==> src/rtl/io_change_monitor.sv <==
// Watches a bus and records every change as a timestamped event in a first-word-fall-through FIFO.
// A cycle-count watchdog can freeze recording after TIMEOUT enabled cycles.
module io_change_monitor #(
  parameter int WIDTH    = 5,
  parameter int DEPTH    = 8,
  parameter int TS_WIDTH = 16,
  parameter int TIMEOUT  = 100
) (
  input  logic                       i_Clk,
  input  logic                       i_Reset,
  input  logic                       i_Enable,
  input  logic [WIDTH-1:0]           i_Watch,
  output logic                       o_Evt_Valid,
  input  logic                       i_Evt_Ready,
  output logic [WIDTH-1:0]           o_Evt_Data,
  output logic [TS_WIDTH-1:0]        o_Evt_Time,
  output logic                       o_Evt_Lost,
  output logic [$clog2(DEPTH):0]     o_Count,
  output logic [7:0]                 o_Drop_Count,
  output logic                       o_Timeout
);

  localparam int AW = $clog2(DEPTH);
  localparam int CW = AW + 1;
  localparam int EW = WIDTH + TS_WIDTH + 1;
  localparam bit WD_EN = (TIMEOUT != 0);
  localparam logic [TS_WIDTH-1:0] TS_LAST = TS_WIDTH'(TIMEOUT - 1);

  logic [EW-1:0]       mem_q [DEPTH];
  logic [AW-1:0]       wr_ptr_q, wr_ptr_d;
  logic [AW-1:0]       rd_ptr_q, rd_ptr_d;
  logic [CW-1:0]       count_q, count_d;
  logic [TS_WIDTH-1:0] time_q, time_d;
  logic [WIDTH-1:0]    prev_q, prev_d;
  logic                lost_q, lost_d;
  logic [7:0]          drop_q, drop_d;
  logic                timeout_q, timeout_d;

  logic active_s, change_s, valid_s, full_s, pop_s, push_s, drop_s, wd_hit_s;
  logic [EW-1:0] head_s;

  assign active_s = i_Enable && !timeout_q;
  assign change_s = active_s && (i_Watch != prev_q);
  assign valid_s  = (count_q != CW'(0));
  assign full_s   = (count_q == CW'(DEPTH));
  assign pop_s    = valid_s && i_Evt_Ready;
  // A full FIFO still accepts a push when the head leaves in the same cycle.
  assign push_s   = change_s && (!full_s || pop_s);
  assign drop_s   = change_s && full_s && !pop_s;
  assign wd_hit_s = WD_EN && active_s && (time_q == TS_LAST);
  assign head_s   = mem_q[rd_ptr_q];

  // Next-state computation for pointers, counters, timestamp and flags.
  always_comb begin
    wr_ptr_d  = wr_ptr_q;
    rd_ptr_d  = rd_ptr_q;
    count_d   = count_q;
    time_d    = time_q;
    prev_d    = prev_q;
    lost_d    = lost_q;
    drop_d    = drop_q;
    timeout_d = timeout_q;

    if (active_s) begin
      time_d = time_q + TS_WIDTH'(1);
      prev_d = i_Watch;
    end else begin
      time_d = time_q;
      prev_d = prev_q;
    end

    if (push_s) begin
      wr_ptr_d = wr_ptr_q + AW'(1);
    end else begin
      wr_ptr_d = wr_ptr_q;
    end

    if (pop_s) begin
      rd_ptr_d = rd_ptr_q + AW'(1);
    end else begin
      rd_ptr_d = rd_ptr_q;
    end

    case ({push_s, pop_s})
      2'b10:   count_d = count_q + CW'(1);
      2'b01:   count_d = count_q - CW'(1);
      default: count_d = count_q;
    endcase

    if (push_s) begin
      lost_d = 1'b0;
    end else if (drop_s) begin
      lost_d = 1'b1;
    end else begin
      lost_d = lost_q;
    end

    if (drop_s && (drop_q != 8'hFF)) begin
      drop_d = drop_q + 8'd1;
    end else begin
      drop_d = drop_q;
    end

    if (wd_hit_s) begin
      timeout_d = 1'b1;
    end else begin
      timeout_d = timeout_q;
    end
  end

  // State registers with synchronous reset.
  always_ff @(posedge i_Clk) begin
    if (i_Reset) begin
      wr_ptr_q  <= '0;
      rd_ptr_q  <= '0;
      count_q   <= '0;
      time_q    <= '0;
      prev_q    <= '0;
      lost_q    <= 1'b0;
      drop_q    <= 8'd0;
      timeout_q <= 1'b0;
    end else begin
      wr_ptr_q  <= wr_ptr_d;
      rd_ptr_q  <= rd_ptr_d;
      count_q   <= count_d;
      time_q    <= time_d;
      prev_q    <= prev_d;
      lost_q    <= lost_d;
      drop_q    <= drop_d;
      timeout_q <= timeout_d;
    end
  end

  // Event storage; contents become stale on reset because the pointers clear.
  always_ff @(posedge i_Clk) begin
    if (!i_Reset && push_s) begin
      mem_q[wr_ptr_q] <= {i_Watch, time_q, lost_q};
    end
  end

  assign o_Evt_Valid  = valid_s;
  assign o_Evt_Data   = valid_s ? head_s[EW-1 -: WIDTH]  : '0;
  assign o_Evt_Time   = valid_s ? head_s[TS_WIDTH:1]     : '0;
  assign o_Evt_Lost   = valid_s ? head_s[0]              : 1'b0;
  assign o_Count      = count_q;
  assign o_Drop_Count = drop_q;
  assign o_Timeout    = timeout_q;

endmodule

==> config.mk <==
export PLATFORM = sky130hd
export DESIGN_NAME = io_change_monitor
export DESIGN_NICKNAME = d
export VERILOG_FILES = /design/src/rtl/io_change_monitor.sv
export SDC_FILE = /design/constraint.sdc
export NUM_CORES = 1
export LEC_CHECK = 0
export BUFFER_PORTS_ARGS = -buffer_cell sky130_fd_sc_hd__buf_2
export CAP_MARGIN = 25
export CORE_UTILIZATION = 40
export DETAILED_ROUTE_END_ITERATION = 8
export PLACE_DENSITY_LB_ADDON = 0.3
export SKIP_LAST_GASP = 1
export SLEW_MARGIN = 20
export SYNTH_ARGS = -nofsm -noshare
export SYNTH_HDL_FRONTEND = slang
export SYNTH_SLANG_ARGS = --single-unit
==> constraint.sdc <==
create_clock -name i_Clk -period 11.31 [get_ports i_Clk]
set_clock_uncertainty 0.05 [all_clocks]
set_input_delay 0.5655 -clock i_Clk [delete_from_list [all_inputs] [get_ports i_Clk]]
set_output_delay 0.5655 -clock i_Clk [all_outputs]
set_load 0.02 [all_outputs]
Word-level counts from Yosys, hierarchy flattened

Memories as Yosys holds them, arrays and structs flattened. A register that Yosys moved wholly into a read port is not among the register bits.
Index checks and enable logic that the tools add are counted.
W data, S select, Z words.

Add/subtract/negate cells: 6
Multiply operators: 0
Reductions and logical operators: 17
Equality and inequality tests: 6
Shifts and indexed selects: 0
Bitwise logic cells: 0
Muxes and demuxes: 8
Magnitude comparators: 0
Divide/modulo/power cells: 0

Operator list:

| operator                | number |
|---|---|
| $add A16 B1 Y16 const B | 1 |
| $eq A16 B7 Y1 const B   | 1 |
| $mux W16                | 1 |
| $logic_and A1 B1 Y1     | 9 |
| $add A8 B1 Y8 const B   | 1 |
| $ne A8 B8 Y1 const B    | 1 |
| $pmux W4 S2             | 1 |
| $add A3 B1 Y3 const B   | 2 |
| $mux W3                 | 2 |
| $mux W5                 | 1 |
| $ne A5 B5 Y1            | 1 |
| $add A4 B1 Y4 const B   | 1 |
| $eq A4 B4 Y1 const B    | 1 |
| $logic_not A1 Y1        | 4 |
| $reduce_bool A4 Y1      | 1 |
| $sub A4 B1 Y4 const B   | 1 |
| $mux W1                 | 3 |
| $eq A2 B1 Y1 const B    | 1 |
| $eq A2 B2 Y1 const B    | 1 |
| $reduce_bool A2 Y1      | 1 |
| $reduce_or A2 Y1        | 1 |
| $logic_or A1 B1 Y1      | 1 |

Bits in registers: 41
Bits in latches: 0
Input bits: 9
Bits in read-only memories: 0
Memories kept: 1
Bits in writable memories: 176

Memory list:

| name  | words | width | rd ports | clocked after memory_dff | wr ports | RTL line | text |
|---|---|---|---|---|---|---|---|
| mem_q | 8     | 22    | 1        | 1                        | 1        | 29       | `logic [EW-1:0] mem_q [DEPTH];` |

Longest topological paths before layout

Gate-level depths: netlist of the first run.

Depth after elaboration: 7
Depth in mapped cells: 10
Depth with buffers taken out: 10

Worst setup path after synthesis of the first run

OpenSTA, ideal clock, no wires.

Path type: input port to flip-flop
Start: input port i_Watch[2]
End: memory mem_q[2][0] (netlist bit), enable pin
Cell stages on the path: 6
Data required time: 10.795 ns
Library setup time: 0.465 ns
Setup slack: 7.026 ns
Buffers on the path: 0
Arrival time: 3.769 ns
Cells stage by stage: xnor2_1 -> nand3_1 -> o31a_1 -> and2_0 -> nand2b_1 -> nor4b_1

Longest elaborated chain between the ends: 6

RTL lines:

| item                          | RTL line | text |
|---|---|---|
| from (decl)                   | 12       | `input logic [WIDTH-1:0] i_Watch,` |
| $ne A5 B5 Y1                  | 43       | `assign change_s = active_s && (i_Watch != prev_q);` |
| $logic_and A1 B1 Y1           | 43       |  |
| $logic_and A1 B1 Y1           | 48       | `assign push_s = change_s && (!full_s \|\| pop_s);` |
| $logic_and A1 B1 Y1           | 136      | `if (!i_Reset && push_s) begin` |
| $mux W1                       | 136      |  |
| $mux W1 (implied by the code) | 137      | `mem_q[wr_ptr_q] <= {i_Watch, time_q, lost_q};` |
| to (decl)                     | 29       |  |

Every way passes these cells.

==> qor.txt, run 1 <==
Post-Synthesis Cells: 515
Iter 0 DRT Violations: 312
Max Slew Vio Count: 0
TritonCTS buffer count: 23
I/O Pins: 45
M1 GR Usage: 20.8%
vias per cell: 5.23
Horiz. Die Dim: 150 um
dominant synthesized flop cell: edfxtp_1
Final GP Congestion: 0.769
DRT Pass-1 Iters: 4
Slew headroom: 33.0%
CTS tree: done
worst vdd ir: 0.197 mV
vias: 4559
post-synthesis register bit count: 220
Avg WL per Cell: 19.0 um
Final period util: 28.4%
sequential share of power: 42.9%
Worst setup SP type: flip-flop
M3 GR Usage: 2.71%
RSZ-0062 raised after global routing: no
Crit Path Class: flip-flop to output port
Hold Violations, Final: 0
largest net degree at the start of global routing: 51
fmax: 311 MHz
postcts setup bufs: 0
root buffer cell: clkbuf_16
CP max FO: 44
Pint: 1.56 mW
total track usage: 15.6%
fin crit period: 3.22 ns
Worst Setup End Kind: output port
first-pass GRT wire length: 26.4 mm
Seq/Total Area, Yosys: 70.7%
met2 GRT Util: 25.7%
P&R area growth vs syn: 16.4%
grt peak-use layer: met2
cts repair resizes: 0
outcome: complete, no violations
Leak Pwr: 3.42 nW
synth warn: 0
# DRC: 0
die height: 150 um
max-cap violations: 0
Sw Ratio: 26.8%
synthesized cell area: 8720 um2
Core ar.: 21200 um2
clock-pin slew on the worst setup and hold paths: 0.06 ns
GRT Residual Overflow: 0
Logic pwr share: 21.0%
Worst EP required: 10.69 ns
syn nets: 531
Crit path arrival time: 2.60 ns
total number of H-tree levels: 1
Total Nets Final: 595
setup TNS: 0 ns
hold_ws: 0.344 ns
Starting Density: 41.1%
Rows: 53
clock group share of total power: 36.1%
slew at the pin closest to its max-slew limit: 1.01 ns
layout cell share with drive strength beyond 1: 26.9%
Synth Area per Inst: 16.9 um2
TritonCTS Sinks: 220
hpwl dp: 10.0 mm
vias in the first global route: 4807
worst min path class: input pin to flip-flop
die area: 22400 um2
Netlist cell types: 46
Clock Path Buffers: 3
routed wire length: 16.6 mm
post-route ant nets: 0
number of flops mapped to enable cells by yosys: 176
Hold Buf Count CTS: 0
pwr dens: 210 nW/um2
worst skew pair latency: 0.49 ns
P_sw: 571 uW
initial antenna violation count: 1
async set or reset register ratio after synthesis: 0%
buffers added on ports: 44
final setup vio count: 0
-- layout by cell type (no fill, tap or decap), types with 3 or more instances in the layout --
cell type | Yosys | routed
a21oi_1 | 13 | 13
buf_2 | 6 | 44
buf_4 | 1 | 17
bufinv_16 | 0 | 4
clkbuf_1 | 13 | 5
clkbuf_16 | 0 | 23
clkinv_2 | 0 | 4
clkinvlp_4 | 0 | 3
dfxtp_1 | 44 | 42
edfxtp_1 | 176 | 176
ha_1 | 6 | 6
inv_1 | 7 | 7
mux2i_1 | 24 | 24
mux4_2 | 44 | 44
nand2_1 | 25 | 25
nand2b_1 | 4 | 4
nand3_1 | 11 | 11
nand4_1 | 3 | 3
nor2_1 | 57 | 55
nor2_2 | 1 | 3
nor3_1 | 8 | 8
nor4_1 | 7 | 5
nor4b_2 | 1 | 5
o21ai_0 | 3 | 3
xnor2_1 | 17 | 17
xor2_1 | 12 | 12
-- layer usage --
layer / part of all wire [%] / routed length, um
met5: 0 / 0
met4: 2.8 / 468
met3: 5.0 / 833
met2: 48 / 7990
met1: 44 / 7270
-- cells by family after synthesis --
| logic type | after synthesis | share of synthesized area [%] |
|---|---|---|
| flops | 220 | 70.7 |
| simple gates | 136 | 7.71 |
| mux | 71 | 14.6 |
| buf+inv | 30 | 1.42 |
| xor+xnor | 29 | 2.91 |
| compound gates | 22 | 1.56 |
| fa+ha+maj | 7 | 1.09 |
-- synth_stat cells, types with 2 or more instances --
library cell / n / area share [%]
edfxtp_1: 176 / 61
ha_1: 6 / 0.86
xnor2_1: 17 / 1.7
nand4_1: 3 / 0.22
mux2_4: 2 / 0.34
mux4_2: 44 / 11
mux2i_1: 24 / 2.8
nand2_1: 25 / 1.1
xor2_1: 12 / 1.2
buf_1: 2 / 0.086
nor4_1: 7 / 0.50
dfxtp_1: 44 / 10
clkbuf_1: 13 / 0.56
nand3_1: 11 / 0.63
or3_1: 2 / 0.14
nor3_1: 8 / 0.46
nand3b_1: 2 / 0.17
a21oi_1: 13 / 0.75
nor2b_1: 2 / 0.14
nor2_1: 57 / 2.5
buf_2: 6 / 0.34
inv_1: 7 / 0.30
o21ai_0: 3 / 0.17
nor4b_1: 4 / 0.40
nand2b_1: 4 / 0.29
-- layout make-up --
type                    count  area [um2]
multi-input cells         265        2470
well taps                 275         344
clock inverters            11         163
fillers                  1800       11100
diodes                      1        2.50
inverters                   8        30.0
repair buffers             61         348
clock buffers              30         622
flip-flops and latches    220        6170
-- path summary, 6_finish.rpt --
kind / slack [ns] / from / cells past startpoint / end
worst max-delay path: 8.09 / flip-flop / 5 / o_Evt_Data[4]
worst max register to register: 8.36 / o_Timeout / 6 / mem_q[6][8]
worst min-delay path: 0.34 / i_Watch[2] / 1 / mem_q[7][19]
worst min register to register: 0.42 / prev_q[3] / 2 / prev_q[3]
-- sequential cells by signal, summed over array words and instances (netlist names), named ones only --
name          count
lost_q            1
mem_q           176
o_Count           4
o_Drop_Count      8
o_Timeout         1
prev_q            5
rd_ptr_q          3
time_q           16
wr_ptr_q          3
-- critical path, stage by stage, from the launching register on --
cell and delay [ns]:
dfxtp_2 0.31, buf_4 0.70, mux4_2 0.59, mux2i_1 0.25, nor2_1 0.08, buf_2 0.17
-- stage by stage --
stage | setup WS (ns) | cells | area (um2) | power, mW | util, %
floorplan | 7.03 | 515 | 8720 | 1.26 | -
global placement | 8.10 | 829 | 9360 | 1.38 | 44.1
detailed placement | 8.04 | 829 | 9360 | 1.39 | 44.1
CTS | 8.01 | 870 | 10100 | 2.16 | 47.8
global route | 7.90 | 871 | 10100 | 2.23 | 47.8
finish | 8.09 | 871 | 10100 | 2.13 | 47.8
-- power groups by stage --
| stage | Clock, mW | Sequential (mW) | Combinational, mW |
|---|---|---|---|
| finish | 0.768 | 0.913 | 0.446 |
| global route | 0.818 | 0.916 | 0.491 |
| CTS | 0.783 | 0.913 | 0.460 |
| detailed placement | 0 | 0.931 | 0.460 |
| global placement | 0 | 0.928 | 0.453 |
| floorplan | 0 | 0.932 | 0.325 |
(Power assumes the default switching activity.)
==> inputs of run 2 (changes only) <==
==> constraint.sdc (replaced) <==
create_clock -name i_Clk -period 3.2 [get_ports i_Clk]
set_clock_uncertainty 0.05 [all_clocks]
set_input_delay 0.16 -clock i_Clk [delete_from_list [all_inputs] [get_ports i_Clk]]
set_output_delay 0.16 -clock i_Clk [all_outputs]
set_load 0.02 [all_outputs]
==> run 2 against run 1 <==
  * Setup slack lost 7.7 ns
  * Clock-buffer cell count grew 2
  * Critical path depth grew 7
  * Wire length grew 0.51%
  * Global-route usage is essentially flat
  * Die area is the same
  * Sequential power grew to 3.6 times the previous value
  * First-iteration DRC count shrank 8.7%
  * Critical endpoint is now o_Count[3]
  * Highest routed layer unchanged
==> qor.txt, run 2 (same netlist as run 1, synthesis figures left out) <==
Worst setup SP type: input pin
CP peak stage delay: 0.53 ns
CP Capture Point: o_Count[3]
Crit Path Class: input pin to flip-flop
fin crit period: 2.81 ns
GRT Residual Overflow: 0
largest net degree at the start of global routing: 51
final setup vio count: 0
max reg flops: 176
total power: 7.56 mW
Worst EP required: 3.53 ns
TritonCTS buffer count: 23
total number of H-tree levels: 1
pwr dens: 736 nW/um2
Top reg by flops: mem_q
Final GP Congestion: 0.785
Starting Density: 41.1%
hold_ws: 0.0149 ns
Worst Setup End Kind: flip-flop
Max Slew Vio Count: 0
r2r endpoint: o_Count[3]
die area: 22400 um2
DRT Pass-1 Iters: 4
Final WS setup: 0.393 ns
worst min path class: input pin to flip-flop
vias in the first global route: 4762
slew at the pin closest to its max-slew limit: 0.733 ns
post-placement cell area: 9420 um2
Clock Path Buffers: 3
hpwl dp: 10.1 mm
Buf/Inv on CP: 2
Avg WL per Cell: 18.9 um
Horiz. Die Dim: 150 um
slowest library cell on the worst path: dlygate4sd3_1
root buffer cell: clkbuf_16
layout cell share with drive strength beyond 1: 26.8%
initial antenna violation count: 0
r2r worst-path depth: 10
CP startpoint: i_Watch[2]
fmax: 356 MHz
cell depth of the worst setup path: 12
post-route ant nets: 0
commonest non-fill, non-tap cell in the layout: edfxtp_1
diode count: 0
total track usage: 15.6%
Rows: 53
outcome: complete, no violations
CTS tree: done
die height: 150 um
routed wire length: 16.6 mm
worst reg2reg startpoint: prev_q[2]
cell mode on critical path: nor2_1
P&R area growth vs syn: 17.8%
Iter 0 DRT Violations: 285
Slew headroom: 50.8%
first-pass GRT wire length: 26.3 mm
max-cap violations: 0
FF-to-FF setup slack: 0.43 ns
worst skew pair latency: 0.51 ns
worst slack, placed: 0.448 ns
Crit path arrival time: 3.14 ns
cts repair resizes: 0
cell family with most CP delay: compound AO/OA/AOI/OAI gates
# DRC: 0
worst vdd ir: 0.500 mV
vias per cell: 5.20
Leak Pwr: 3.48 nW
Design Area, Final: 10300 um2
TritonCTS Sinks: 220
Final period util: 87.7%
Total Nets Final: 604
Hold Violations, Final: 0
clock-pin slew on the worst setup and hold paths: 0.06 ns
buffers added on ports: 44
Hold Buf Count CTS: 5
vias: 4572
RSZ-0062 raised after global routing: no
critical-path cell list: dlygate4sd3_1 -> buf_2 -> xnor2_1 -> nand3_1 -> o31a_1 -> nor2_1 -> ha_1 -> a21o_1 -> a21oi_1 -> nor2_1 -> a22oi_1 -> mux2_2
most frequent cells in the layout: 176 x edfxtp_1, 55 x nor2_1, 44 x mux4_2, 44 x buf_2, 42 x dfxtp_1
I/O Pins: 45
CP max FO: 10
Core ar.: 21200 um2
postcts setup bufs: 0
==> run 2: stage by stage <==
step	cells	utilization (%)	TNS, ns
after floorplan	515	-	-86.40
after global placement	832	44.4	0
after detailed placement	832	44.4	0
after CTS	879	48.3	0
after global routing	880	48.4	0
final	880	48.4	0
==> run 2: where the power goes <==
| group | total (mW) | internal, mW | switching [mW] |
|---|---|---|---|
| clock | 2.70 | 1.68 | 1.03 |
| sequential | 3.29 | 3.16 | 0.138 |
| combinational | 1.56 | 0.688 | 0.872 |
| total | 7.56 | 5.52 | 2.04 |
==> run 2: worst register-to-register path: stages, from the launching register on <==
cell and delay [ns]:
dfxtp_1 0.32, xnor2_1 0.21, nand3_1 0.17, o31a_1 0.39
nor2_1 0.26, ha_1 0.29, a21o_1 0.18, a21oi_1 0.20
nor2_1 0.07, a22oi_1 0.14, mux2_2 0.36
==> run 2: per-layer routing <==
metal  wire (um)  GRT usage, %
met1        7250          20.1
met4         303          4.74
met5           0             0
met3         580          2.04
met2        8510          27.2
==> run 2: worst min-delay path by stage <==
stage / from / endpoint / slack [ns] / cells after the start
2_1_floorplan: i_Watch[0] / mem_q[0][17] / 0.21 / 0
3_3_place_gp: prev_q[3] / prev_q[3] / 0.41 / 2
3_5_place_dp: prev_q[0] / prev_q[0] / 0.41 / 2
4_1_cts: i_Evt_Ready / flip-flop / 0.03 / 4
5_1_grt: i_Reset / o_Drop_Count[4] / 0.02 / 2
6_report: i_Reset / o_Drop_Count[2] / 0.01 / 2
==> run 2: cell type report <==
class | count | area [um2]
Multi-Input combinational cell | 265 | 2480
Clock inverter | 10 | 124
Fill cell | 1784 | 10900
Timing Repair Buffer | 70 | 465
Tap cell | 275 | 344
Clock buffer | 32 | 659
Inverter | 8 | 30.0
Sequential cell | 220 | 6170
